`config.mk`:
```
export PLATFORM = sky130hd
export DESIGN_NAME = tiro_nave
export DESIGN_NICKNAME = d
export VERILOG_FILES = /design/src/rtl/tiro_nave.sv
export SDC_FILE = /design/constraint.sdc
export NUM_CORES = 1
export LEC_CHECK = 0
export BUFFER_PORTS_ARGS = -buffer_cell sky130_fd_sc_hd__clkbuf_2
export CAP_MARGIN = 15
export CORE_UTILIZATION = 58
export DETAILED_ROUTE_END_ITERATION = 16
export GPL_TIMING_DRIVEN = 0
export PLACE_DENSITY = 0.93
export SLEW_MARGIN = 20
export SYNTH_ARGS = -nofsm -noshare
export SYNTH_HDL_FRONTEND = slang
export SYNTH_SLANG_ARGS = --single-unit
```
`constraint.sdc`:
```
create_clock -name CLOCK_50 -period 2.73 [get_ports CLOCK_50]
set_clock_uncertainty 0.2 [all_clocks]
set_input_delay 0.1365 -clock CLOCK_50 [delete_from_list [all_inputs] [get_ports CLOCK_50]]
set_output_delay 0.1365 -clock CLOCK_50 [all_outputs]
set_load 0.03 [all_outputs]
```
`src/rtl/tiro_nave.sv`:
```
// Ally-shot controller: launches one projectile from the ship's nose and steps it upward until exit or hit, then reloads.
// Optional TIRO_AUTO_EN: launch on fire level instead of fire edge, so held fire auto-repeats after each cooldown.
module tiro_nave #(
  parameter int unsigned PASSO    = 2,
  parameter int unsigned DIV_MOV  = 250000,
  parameter int unsigned RAIO     = 5,
  parameter int unsigned Y_MIN    = 0,
  parameter int unsigned CADENCIA = 12500000
) (
  input  logic       CLOCK_50,
  input  logic       resetNave,
  input  logic       pausa,
  input  logic       disparar,
  input  logic [9:0] x_nave,
  input  logic [9:0] y_nave,
  input  logic [9:0] largura_nave,
  input  logic       acerto,
  output logic [9:0] x,
  output logic [9:0] y,
  output logic [9:0] raio,
  output logic       ativo,
  output logic       disparou,
  output logic       saiu
);

  localparam logic [23:0] MOV_FIM = 24'(DIV_MOV - 1);
  localparam logic [23:0] REC_FIM = 24'(CADENCIA - 1);
  localparam logic [9:0]  RAIO_V  = 10'(RAIO);
  localparam logic [9:0]  PASSO_V = 10'(PASSO);
  // One extra bit so Y_MIN + PASSO cannot wrap against a 10-bit row.
  localparam logic [10:0] Y_LIM   = 11'(Y_MIN + PASSO);

  typedef enum logic [1:0] {
    OCIOSO  = 2'd0,
    VOANDO  = 2'd1,
    RECARGA = 2'd2
  } estado_t;

  estado_t     estado;
  logic [23:0] cnt_mov;
  logic [23:0] cnt_rec;
  logic        disparar_q;
  logic        lanca;
  logic [9:0]  x_lanc;
  logic [9:0]  y_lanc;

`ifdef TIRO_AUTO_EN
  assign lanca = disparar;
`else
  assign lanca = disparar & ~disparar_q;
`endif

  // Nose position: horizontal centre of the ship, just above its top edge, clamped at row 0.
  assign x_lanc = x_nave + (largura_nave >> 1);
  assign y_lanc = (y_nave < RAIO_V) ? 10'd0 : y_nave - RAIO_V;
  assign raio   = RAIO_V;

  // NOTE: every register here uses <= so all updates see the pre-edge values of their peers.
  always_ff @(posedge CLOCK_50 or posedge resetNave) begin
    if (resetNave) begin
      estado     <= OCIOSO;
      x          <= '0;
      y          <= '0;
      ativo      <= 1'b0;
      disparou   <= 1'b0;
      saiu       <= 1'b0;
      cnt_mov    <= '0;
      cnt_rec    <= '0;
      disparar_q <= 1'b0;
    end else begin
      disparar_q <= disparar;
      disparou   <= 1'b0;
      saiu       <= 1'b0;
      case (estado)
        OCIOSO: begin
          if (!pausa && lanca) begin
            x        <= x_lanc;
            y        <= y_lanc;
            ativo    <= 1'b1;
            disparou <= 1'b1;
            cnt_mov  <= '0;
            estado   <= VOANDO;
          end
        end
        VOANDO: begin
          if (!pausa) begin
            if (acerto) begin
              ativo   <= 1'b0;
              cnt_rec <= '0;
              estado  <= RECARGA;
            end else if (cnt_mov == MOV_FIM) begin
              cnt_mov <= '0;
              if ({1'b0, y} < Y_LIM) begin
                saiu    <= 1'b1;
                ativo   <= 1'b0;
                cnt_rec <= '0;
                estado  <= RECARGA;
              end else begin
                y <= y - PASSO_V;
              end
            end else begin
              cnt_mov <= cnt_mov + 24'd1;
            end
          end
        end
        RECARGA: begin
          if (!pausa) begin
            if (cnt_rec == REC_FIM) begin
              estado <= OCIOSO;
            end else begin
              cnt_rec <= cnt_rec + 24'd1;
            end
          end
        end
        default: begin
          ativo  <= 1'b0;
          estado <= OCIOSO;
        end
      endcase
    end
  end

endmodule

```
# After elaboration in Yosys (flattened, before gate mapping)

Cells that the tools add are included.

Flip-flop bits (word level): 74
Output and inout port bits: 33
Word-level logic and storage cells: 84

$add $sub $neg: 5
Magnitude comparators: 2
Equality and inequality tests: 14
Mux-type cells: 40
Bitwise gates (word level): 3
Reductions and logical operators: 11

Operators with widths:

| operator                                                               | number |
|---|---|
| 24-bit two-way mux                                                     | 10 |
| 24-bit one-hot mux with 2 select lines                                 | 2 |
| 10-bit two-way mux                                                     | 6 |
| 24-bit by 1-bit adder with 24-bit output (second input constant)       | 2 |
| 24-bit by 18-bit == test with 1-bit output (second input constant)     | 1 |
| 24-bit == test (second input constant)                                 | 1 |
| 10-bit one-hot mux with 2 select lines                                 | 1 |
| 6-bit AND reduction                                                    | 3 |
| 2-bit inequality test (second input constant)                          | 8 |
| 2-bit two-way mux                                                      | 7 |
| 1-bit two-way mux                                                      | 12 |
| 10-bit by 9-bit adder with 10-bit output                               | 1 |
| 10-bit by 2-bit < comparator with 1-bit output (second input constant) | 1 |
| 10-bit by 3-bit < comparator with 1-bit output (second input constant) | 1 |
| 10-bit by 2-bit subtractor with 10-bit output (second input constant)  | 1 |
| 10-bit by 3-bit subtractor with 10-bit output (second input constant)  | 1 |
| 3-bit inequality test (second input constant)                          | 2 |
| 2-bit one-hot mux with 3 select lines                                  | 1 |
| 5-bit AND reduction                                                    | 1 |
| 4-bit AND reduction                                                    | 1 |
| 2-bit nonzero test                                                     | 2 |
| 1-bit one-hot mux with 3 select lines                                  | 1 |
| 2-bit by 1-bit == test with 1-bit output (second input constant)       | 1 |
| 2-bit == test (second input constant)                                  | 1 |
| other kinds (6)                                                        | 7 |

# Logic depth before layout (Yosys ltp)

Gate-level depths: netlist (run 1).

Depth in word-level cells: 6
Mapped depth: 9
Mapped depth without buffers: 8

# Least setup slack after synthesis (run 1)

OpenSTA, ideal clock, no wires.

Path type: register -> register
Start point: register y[3]
End point: register ativo
Setup time: 0.122 ns
Arrival time: 1.937 ns
Path slack: 0.471 ns
Cell stages (with the launch flop): 7
Buffers on the path: 0
Clock period less this slack: 2.259 ns
Cells stage by stage: dfrtp_1 nor3_1 nand3_1 or4_4 and2_4 o31ai_2 nand2_1

Word-level cells in the longest chain between the ends: 3

Ends and longest elaborated chain:

| what                                           | line | source |
|---|---|---|
| start, declared                                | 19   | `output logic [9:0] y,` |
| start signal, assigned                         | 78   | `y <= y_lanc;` |
| start signal, assigned                         | 99   | `y <= y - PASSO_V;` |
| 10-bit by 2-bit < comparator with 1-bit output | 93   | `if ({1'b0, y} < Y_LIM) begin` |
| 3-bit inequality test (no line)                | n/a  |  |
| 5-bit AND reduction (no line)                  | n/a  |  |
| end signal, assigned                           | 88   | `ativo <= 1'b0;` |
| end signal, assigned                           | 95   | `ativo <= 1'b0;` |
| end signal, assigned                           | 116  | `ativo <= 1'b0;` |
| end, declared                                  | 21   | `output logic ativo,` |

No other way between the ends.
A chain may end at the register's enable or synchronous reset.

# Final worst setup path (run 1)

Start point: register estado[0]
End point: register cnt_mov[23]

Word-level cells in the longest chain between the ends: 3

Ends and longest elaborated chain:

| what                                                                        | line | source |
|---|---|---|
| start, declared                                                             | 39   | `estado_t estado;` |
| start signal, assigned                                                      | 61   | `estado <= OCIOSO;` |
| start signal, assigned                                                      | 82   | `estado <= VOANDO;` |
| start signal, assigned                                                      | 90   | `estado <= RECARGA;` |
| 2-bit by 1-bit == test with 1-bit output or 2-bit zero test (tied branches) | 74   | `case (estado)` |
| 2-bit inequality test (no line) or 2-bit nonzero test (tied branches)       | n/a  |  |
| 4-bit AND reduction (no line)                                               | n/a  |  |
| end signal, assigned                                                        | 102  | `cnt_mov <= cnt_mov + 24'd1;` |
| end, declared                                                               | 40   | `logic [23:0] cnt_mov;` |

Parallel ways exist; a longest one is shown, timed or not.

==> flow_metrics.tcl, run 1 <==
set metrics [dict create \
    synth_commonest_cells "74 x dfrtp_1, 72 x nor2_1, 60 x nand2_1" \
    worst-endpoint-arrival_ns 2.58 \
    crit_type "flop to flop" \
    cts_tree "yes" \
    maxCapViolations 0 \
    min_to "estado[1]$_DFFE_PP0P_" \
    reg2reg_slack_ns 0.20 \
    yosys_warnings 0 \
    hold_viol 0 \
    diodes 0 \
    rr_endpoint "cnt_mov[23]$_DFFE_PP0P_" \
    antenna_found_initial 0 \
    drive_above_1_share_pct 18.4 \
    tightest_slew_ns 0.700 \
    io_buffers 56 \
    syn2layout_area_growth_pct 18.6 \
    cts_setup_buffers 0 \
    cp.required_ns 2.78 \
    fillers 525 \
    via_count 4257 \
    worst_slack_ns 0.198 \
    grt_overflow 0 \
    slew_viol_final 0 \
    hold_path.class "primary input to flop" \
    htreeDepth 3 \
    place.gp.congestion 0.902 \
    rows 31 \
    synthesis.area_um2 4490 \
    cp-end-kind "flop" \
    p_leak_nw 2.56 \
    clk_pin_slew_ns 0.08 \
    syn_avg_cell_area_um2 8.70 \
    grt_max_degree 61 \
    wl_per_cell_um 15.7 \
    viasPerCell 6.02 \
    die_w_um 90.0 \
    grt_pass1_wl_mm 18.7 \
    post-place-ws_ns 0.244 \
    drtAntennaViolNets 0 \
    holdPathStages 4 \
    cts_sinks 74 \
    cts_buffers 9 \
    cts_root_buf "clkbuf_8" \
    cp-start-kind "flop" \
    synth_area_leaders "dfrtp_1 41%, nor2_1 6.0%, nand2_1 5.0%" \
    r2r-start "estado[0]$_DFFE_PP0P_" \
    cp-startpoint "estado[0]$_DFFE_PP0P_" \
    place_hpwl_mm 7.58 \
    synth.largest_area_cell "dfrtp_1" \
    syn_inst 516 \
    synth-main-ff-cell "dfrtp_1" \
    cts.path.max_buffers 2 \
    cp_max_fo 7 \
    fin_crit_sh_pct 92.7 \
    drc 0 \
    drt-pass1-iter-count 5 \
    drt-initial-drc-count 304 \
    grt_use_total_pct 28.5 \
    die-area_um2 8100 \
    async_reset_ff_share_pct 100 \
    pwr_density_cell_nw_per_um2 495 \
    final_util_pct 72.3 \
    io_pins 68 \
    fmax_mhz 395 \
    min_from "pausa" \
    yosysMostFrequentCell "dfrtp_1" \
    design.core.area_um2 7370 \
    maxSlewHeadroom_pct 53.0 \
    yosysSeqAreaShare_pct 41.2 \
    peakVddDrop_uv 336 \
    grt_pass1_vias 4192 \
    fin_cells 707 \
    initial_core_util_pct 60.9 \
    setup_viol 0 \
    placed_cells 680 \
    period_minus_slack_ns 2.53 \
    synth_top_area_share_pct 41.2 \
    rsz0062_at_grt "no" \
    ys_ff_latch 74 \
    status "complete, no violations" \
    nets 652 \
    die_h_um 90.0 \
    synth.distinct_cells 57 \
    reg2regPathDepth 6 \
    route.final.wire_length_mm 11.1 \
    synth_edf_count 0 \
    clock_latency_ns 0.36 \
]
==> critical path, cell delays in order (launching register included) <==
cell and delay [ns]:
dfrtp_1 0.44, nor3b_1 0.48, o2111ai_1 0.40, nor3_1 0.52
nand3_1 0.17, xor2_1 0.17, nor2_1 0.05
==> worst max-delay path by stage <==
stage                                   end  depth (start not counted)
finish              cnt_mov[23]$_DFFE_PP0P_                          6
global route        cnt_mov[23]$_DFFE_PP0P_                          6
CTS                  cnt_rec[8]$_DFFE_PP0P_                          6
detailed placement  cnt_rec[17]$_DFFE_PP0P_                          6
global placement    cnt_rec[10]$_DFFE_PP0P_                          2
floorplan                 ativo$_DFFE_PP0P_                          6
==> registers in the layout, summed over array words and instances (netlist names) <==
register / count
y: 10
ativo: 1
cnt_rec: 24
x: 10
disparar_q: 1
estado: 2
cnt_mov: 24
disparou: 1
saiu: 1
==> per-stage QoR <==
stage | hold slack, ns | setup TNS, ns | area [µm²] | power (mW)
final | 0.0177 | 0 | 5330 | 2.64
after CTS | 0.00136 | 0 | 5320 | 2.64
after global routing | 0.0368 | 0 | 5330 | 2.74
after floorplan | -0.0321 | 0 | 4520 | 1.46
after global placement | 0.106 | -21.61 | 4920 | 1.53
after detailed placement | -0.132 | 0 | 4950 | 1.56
==> layout make-up <==
cell class,count,area [µm²],area share [%]
clock inverter,4,97.6,1.83
inverter,16,62.6,1.17
multi-input combinational,402,2410,45.3
sequential,74,1850,34.8
clock buffer,12,155,2.91
buffer,32,206,3.88
tap,99,124,2.33
timing repair buffer,68,418,7.84
==> cell usage in the layout, fill, tap and decap left out, types with 6 or more instances in the layout <==
| cell | Yosys | layout |
|---|---|---|
| inv_1 | 16 | 15 |
| clkbuf_2 | 1 | 57 |
| and3_1 | 7 | 7 |
| xnor2_1 | 18 | 18 |
| clkbuf_1 | 10 | 11 |
| dfrtp_1 | 74 | 74 |
| ha_1 | 13 | 13 |
| xor2_1 | 19 | 19 |
| and4_1 | 6 | 6 |
| conb_1 | 2 | 10 |
| buf_4 | 11 | 11 |
| dlygate4sd3_1 | 0 | 11 |
| o21ai_0 | 26 | 26 |
| nand3_1 | 27 | 27 |
| nor3_1 | 19 | 17 |
| nand4_1 | 11 | 11 |
| nand2_1 | 60 | 60 |
| nor2_1 | 72 | 72 |
| a21oi_1 | 26 | 26 |
| a31oi_1 | 19 | 19 |
| clkbuf_8 | 0 | 11 |
==> metal layers <==
layer	vias to the layer above	wire, µm	GRT usage, %
met5	-	0	0
met4	0	262	11.2
met3	39	854	6.77
met2	218	5450	49.0
met1	2023	4500	34.5
li1	1977	-	-
==> power by group <==
group	total [mW]	switching [mW]	internal [mW]
clock	1.08	0.423	0.658
sequential	1.19	0.0488	1.14
combinational	0.367	0.209	0.158
==> repair_timing <==
item                                    CTS  global route
endpoints found under the hold margin    80             0
endpoints found under the setup margin    0             5
hold buffers                             11             0
resized for setup                         0             2
==> logic make-up (layout without fill, tap and decap cells) <==
family / count (synthesis) / count (layout) / synth area share [%]
flops: 74 / 74 / 41.2
compound gates: 107 / 107 / 15.5
other cells: 2 / 10 / 0.167
fa+ha+maj: 14 / 14 / 4.07
mux: 2 / 2 / 0.446
xor+xnor: 37 / 37 / 7.22
buf+inv: 48 / 132 / 5.93
simple gates: 232 / 232 / 25.4
(Power assumes the default switching activity.)
==> run 2, diff against run 1 <==
==> constraint.sdc (replaced) <==
create_clock -name CLOCK_50 -period 2.73 [get_ports CLOCK_50]
set_clock_uncertainty 0.2 [all_clocks]
set_input_delay 0 -clock CLOCK_50 [delete_from_list [all_inputs] [get_ports CLOCK_50]]
set_output_delay 0 -clock CLOCK_50 [all_outputs]
set_load 0.03 [all_outputs]
==> run 2 against run 1 <==
Net effect: power grew 2.0%; final cell count grew 3.4%; wire length grew 10%; sequential power is essentially flat; count of clock-buffer cells in the layout is the same; via count grew 3.9%.
==> flow_metrics.tcl, run 2 (synthesis gave the netlist of run 1 again) <==
set metrics [dict create \
    status "complete, no violations" \
    period_minus_slack_ns 2.55 \
    io_buffers 56 \
    place_hpwl_mm 7.58 \
    drtAntennaViolNets 0 \
    max_stage_delay_ns 0.52 \
    fmax_mhz 392 \
    path_buf_inv 0 \
    cts_tree "yes" \
    htreeDepth 3 \
    maxCapViolations 0 \
    cts_buffers 9 \
    hold_path.class "primary input to flop" \
    fin_crit_sh_pct 93.5 \
    r2r-start "estado[0]$_DFFE_PP0P_" \
    cts.path.max_buffers 2 \
    die_h_um 90.0 \
    peakVddDrop_uv 342 \
    cts_root_buf "clkbuf_8" \
    cp-start-kind "flop" \
    cp-endpoint "cnt_mov[23]$_DFFE_PP0P_" \
    die_w_um 90.0 \
    antenna_found_initial 0 \
    cp-end-kind "flop" \
    grt_max_degree 61 \
    drc 0 \
    reg2regPathDepth 6 \
    rr_endpoint "cnt_mov[23]$_DFFE_PP0P_" \
    crit_path_cell_trace "nor3b_1 -> o2111ai_1 -> nor3_1 -> nand3_1 -> xor2_1 -> nor2_1" \
    crit_cells 6 \
    grt_use_total_pct 31.7 \
    cp_max_fo 7 \
    crit_family "simple AND/OR/NAND/NOR gates" \
    diodes 0 \
    rows 31 \
    io_pins 68 \
    grt_pass1_wl_mm 20.6 \
    pwr_density_cell_nw_per_um2 483 \
    drt-initial-drc-count 371 \
    mostFrequentLayoutCell "dfrtp_1" \
    rsz0062_at_grt "no" \
    slowest_stage "nor3_1" \
    drt-pass1-iter-count 7 \
    place.gp.congestion 0.902 \
    grt_pass1_vias 4560 \
    initial_core_util_pct 60.9 \
    crit_type "flop to flop" \
    syn2layout_area_growth_pct 24.0 \
    die-area_um2 8100 \
    grt_overflow 0 \
    setup_viol 0 \
    drive_above_1_share_pct 17.7 \
    tightest_slew_ns 0.700 \
    reg.largest.list "cnt_mov: 24 flops, cnt_rec: 24 flops" \
    route.final.wire_length_mm 12.2 \
    setup-tns-final_ns 0 \
    p_leak_nw 2.66 \
    cp-startpoint "estado[0]$_DFFE_PP0P_" \
    reg2reg_slack_ns 0.18 \
    cts_sinks 74 \
    slew_viol_final 0 \
    wl_per_cell_um 16.7 \
    cp.required_ns 2.78 \
    maxSlewHeadroom_pct 52.9 \
    via_count 4422 \
    clock_latency_ns 0.36 \
    hold_viol 0 \
    final_util_pct 75.6 \
    nets 676 \
    fillers 467 \
    viasPerCell 6.05 \
    clk_pin_slew_ns 0.08 \
    design.core.area_um2 7370 \
    final_cell_mix "74 x dfrtp_1, 72 x nor2_1, 60 x nand2_1, 57 x clkbuf_2, 35 x dlygate4sd3_1" \
    worst-endpoint-arrival_ns 2.61 \
]
[run 2: where the power goes]
part / total, mW / internal, mW / switching (mW)
sequential: 1.19 / 1.14 / 0.0474
clock: 1.09 / 0.658 / 0.429
combinational: 0.415 / 0.189 / 0.226
[run 2: cell type report]
| class | instances | area [µm²] | area share [%] |
|---|---|---|---|
| clock inverters | 4 | 97.6 | 1.75 |
| flip-flops and latches | 74 | 1850 | 33.3 |
| inverters | 16 | 62.6 | 1.12 |
| clock buffers | 12 | 155 | 2.79 |
| well taps | 99 | 124 | 2.22 |
| multi-input cells | 402 | 2410 | 43.3 |
| plain buffers | 32 | 206 | 3.71 |
| repair buffers | 92 | 658 | 11.8 |
[run 2: worst min-delay path, cell delays in order]
cell	delay [ns]
clkbuf_2	0.08
ha_1	0.18
a31oi_1	0.06
xor2_1	0.11
o21ai_0	0.08
[run 2: through the flow]
step           std cells  setup WS [ns]  area [µm²]  hold slack [ns]  power, mW
4_1_cts              731          0.195        5560          0.00331       2.67
3_5_place_dp         680          0.244        4950           -0.268       1.56
6_report             731          0.178        5570          0.00360       2.69
5_1_grt              731         0.0730        5570           0.0409       2.79
3_3_place_gp         679         -0.159        4920          -0.0301       1.53
2_1_floorplan        524          0.471        4520           -0.169       1.46
[run 2: worst min path at each step]
stage | start | to | slack [ns] | depth (start not counted)
final | x_nave[7] | x[8]$_DFFE_PP0P_ | 0.004 | 5
after CTS | x_nave[7] | x[8]$_DFFE_PP0P_ | 0.003 | 5
after detailed placement | resetNave | x[3]$_DFFE_PP0P_ | -0.27 | 2
after global placement | disparar | disparar_q$_DFF_PP0_ | -0.03 | 1
after global routing | x_nave[7] | x[8]$_DFFE_PP0P_ | 0.04 | 5
after floorplan | disparar | disparar_q$_DFF_PP0_ | -0.17 | 0
[run 2: layer usage]
metal  part of all wire, %  track usage (%)  vias to the layer above
met5                     0                0                        -
met4                   2.9             13.6                        0
met3                   6.8             8.46                       44
met2                    51             56.2                      218
met1                    39             36.1                     2130
li1                      -                -                     2030
[run 2: repair_timing]
action | in CTS | in global routing
endpoints found under the setup margin | 0 | 5
hold buffers | 35 | 0
gates resized for setup | 0 | 2
hold endpoints to repair | 99 | 0
setup buffers | 0 | 0
==> run 3, diff against run 2 <==
- CORE_MARGIN: not set -> 4
- CORE_UTILIZATION: 58 -> 59
- CTS_BUF_LIST: not set -> sky130_fd_sc_hd__clkbuf_4
- PLACE_DENSITY: 0.93 -> 0.82
==> run 3 against run 2 <==
Net effect: fmax fell by 5.2%; final cell count increased by 1.1%; hold slack better by 0.077 ns; non-clock buffer count rose by 8; power fell by 19%; global-route usage down 4.7 points; via count is 4.4% lower; first-iteration DRC count shrank 42%; clock power shrank 49%; core utilization shrank 0.57 points; critical path type is now primary input to flop; highest routed layer unchanged.
==> flow_metrics.tcl, run 3 (synthesis gave the netlist of run 1 again) <==
set metrics [dict create \
    place_area_um2 4950 \
    rows 31 \
    wl_per_cell_um 15.3 \
    cts_buffers 9 \
    combPwrFrac_pct 20.6 \
    syn2layout_area_growth_pct 22.4 \
    switching_share_pct 29.9 \
    ff_latch_area_um2 1850 \
    htreeDepth 3 \
    initial_core_util_pct 61.3 \
    maxSlewHeadroom_pct 56.3 \
    cts_tree "yes" \
    slowest_stage "dlygate4sd3_1" \
    io_buffers 56 \
    io_pins 68 \
    fin_cells 739 \
    switching_power_mw 0.655 \
    cp-end-kind "flop" \
    nets 684 \
    seqPwrFrac_pct 54.2 \
    drtAntennaViolNets 0 \
    cp.required_ns 2.82 \
    cp-start-kind "primary input" \
    status "complete, no violations" \
    fillers 521 \
    drt-initial-drc-count 216 \
    reg2regPathDepth 6 \
    clock_latency_ns 0.43 \
    die_w_um 95.2 \
    mostFrequentLayoutCell "dfrtp_1" \
    reg.largest.list "cnt_mov: 24 flops, cnt_rec: 24 flops" \
    cts_sinks 74 \
    post-route-cell-area_um2 5500 \
    grt_pass1_wl_mm 19.2 \
    hold_path.class "primary input to flop" \
    cts_setup_buffers 0 \
    placed_cells 680 \
    slew_viol_final 0 \
    crit_family "buffers and inverters" \
    drive_above_1_share_pct 17.2 \
    multi_input_area_um2 2410 \
    die-area_um2 9070 \
    p_leak_nw 2.62 \
    cts.path.max_buffers 2 \
    cts_root_buf "clkbuf_4" \
    grt_pass1_vias 4202 \
    path_buf_inv 3 \
    drt-pass1-iter-count 5 \
    final_cell_mix "74 x dfrtp_1, 72 x nor2_1, 60 x nand2_1, 57 x clkbuf_2, 43 x dlygate4sd3_1" \
    diodes 0 \
    max_stage_delay_ns 0.58 \
    place.gp.congestion 0.828 \
    route.final.wire_length_mm 11.3 \
    grt_overflow 0 \
    die_h_um 95.2 \
    setup_viol 0 \
    crit_cells 11 \
    hold_viol 0 \
    cp_max_fo 3 \
    p_clk_share_pct 25.2 \
    via_count 4226 \
    crit_type "primary input to flop" \
    drc 0 \
    design.core.area_um2 7330 \
    tightest_slew_ns 0.654 \
    fin_crit_sh_pct 98.6 \
    worst-endpoint-arrival_ns 2.78 \
    pwr_density_cell_nw_per_um2 398 \
    maxCapViolations 0 \
    grt_max_degree 59 \
    holdPathStages 2 \
    clk_pin_slew_ns 0.10 \
    power.internal_mw 1.53 \
    antenna_found_initial 0 \
    place_hpwl_mm 7.36 \
    grt_use_total_pct 27.0 \
    peakVddDrop_uv 481 \
    period_minus_slack_ns 2.69 \
    crit_path_cell_trace "dlygate4sd3_1 -> clkbuf_2 -> ha_1 -> fa_2 -> a21o_1 -> a21oi_2 -> o21ai_0 -> a21oi_1 -> xnor2_1 -> dlygate4sd3_1 -> o21ai_0" \
    viasPerCell 5.72 \
    fmax_mhz 372 \
]
==> run 3: changes by cell type in the layout (fill, tap and decap cells not counted), sizes merged <==
cell and change:
bufinv -3, dlygate4sd3 +8, clkinv +6, clkinvlp -1, clkbuf -2
==> run 3: worst register-to-register path: stages (launching register included) <==
cell     delay [ns]
dfrtp_1        0.46
nor3_1         0.40
nand3_1        0.26
or4_4          0.51
a21oi_4        0.27
buf_6          0.18
a31oi_1        0.10
==> run 3: what timing repair did <==
| item | in CTS | in global routing |
|---|---|---|
| setup endpoints to repair | 0 | 2 |
| gates resized for setup | 0 | 5 |
| hold buffers | 43 | 0 |
| hold endpoints to repair | 115 | 0 |
==> run 3: worst paths after layout <==
check / startpoint / endpoint / slack [ns]
worst min-delay path: disparar / disparar_q$_DFF_PP0_ / 0.08
worst max register to register: y[3]$_DFFE_PP0P_ / cnt_rec[7]$_DFFE_PP0P_ / 0.23
worst min register to register: cnt_rec[23]$_DFFE_PP0P_ / cnt_rec[23]$_DFFE_PP0P_ / 0.30
max in group asynchronous: resetNave / cnt_rec[14]$_DFFE_PP0P_ / 1.35
min in group asynchronous: resetNave / cnt_mov[21]$_DFFE_PP0P_ / 0.42
worst max-delay path: largura_nave[1] / x[6]$_DFFE_PP0P_ / 0.04
==> run 3: layout make-up <==
cell class	count	share of cell area (%)
timing repair buffer	100	13.4
multi-input combinational	402	43.9
clock buffer	10	1.37
tap	99	2.25
sequential	74	33.7
buffer	32	3.76
inverter	16	1.14
clock inverter	6	0.433
==> run 3: power by group through the flow <==
stage                     logic (mW)  clock network, mW  registers (mW)
after global routing           0.495              0.604            1.20
after detailed placement       0.349                  0            1.21
final                          0.451              0.551            1.19
after floorplan                0.263                  0            1.20
after global placement         0.332                  0            1.21
after CTS                      0.421              0.558            1.19
==> run 3: layer usage <==
metal	routed length (µm)	vias up	GRT usage, %
li1	-	2045	-
met1	4580	1991	31.2
met2	5760	148	47.8
met3	600	42	6.16
met4	365	0	11.5
met5	0	-	0
==> run 3: through the flow <==
step                      setup TNS, ns  hold slack (ns)  utilization (%)  setup slack [ns]  power [mW]
final                                 0           0.0801             75.0            0.0386        2.19
after global routing           -0.00853           0.0578             75.0          -0.00853        2.29
after CTS                             0           0.0317             74.8            0.0657        2.17
after detailed placement              0           -0.255             67.6             0.280        1.56
after global placement           -13.98          -0.0424             67.2            -0.191        1.54
after floorplan                       0           -0.169                -             0.471        1.46
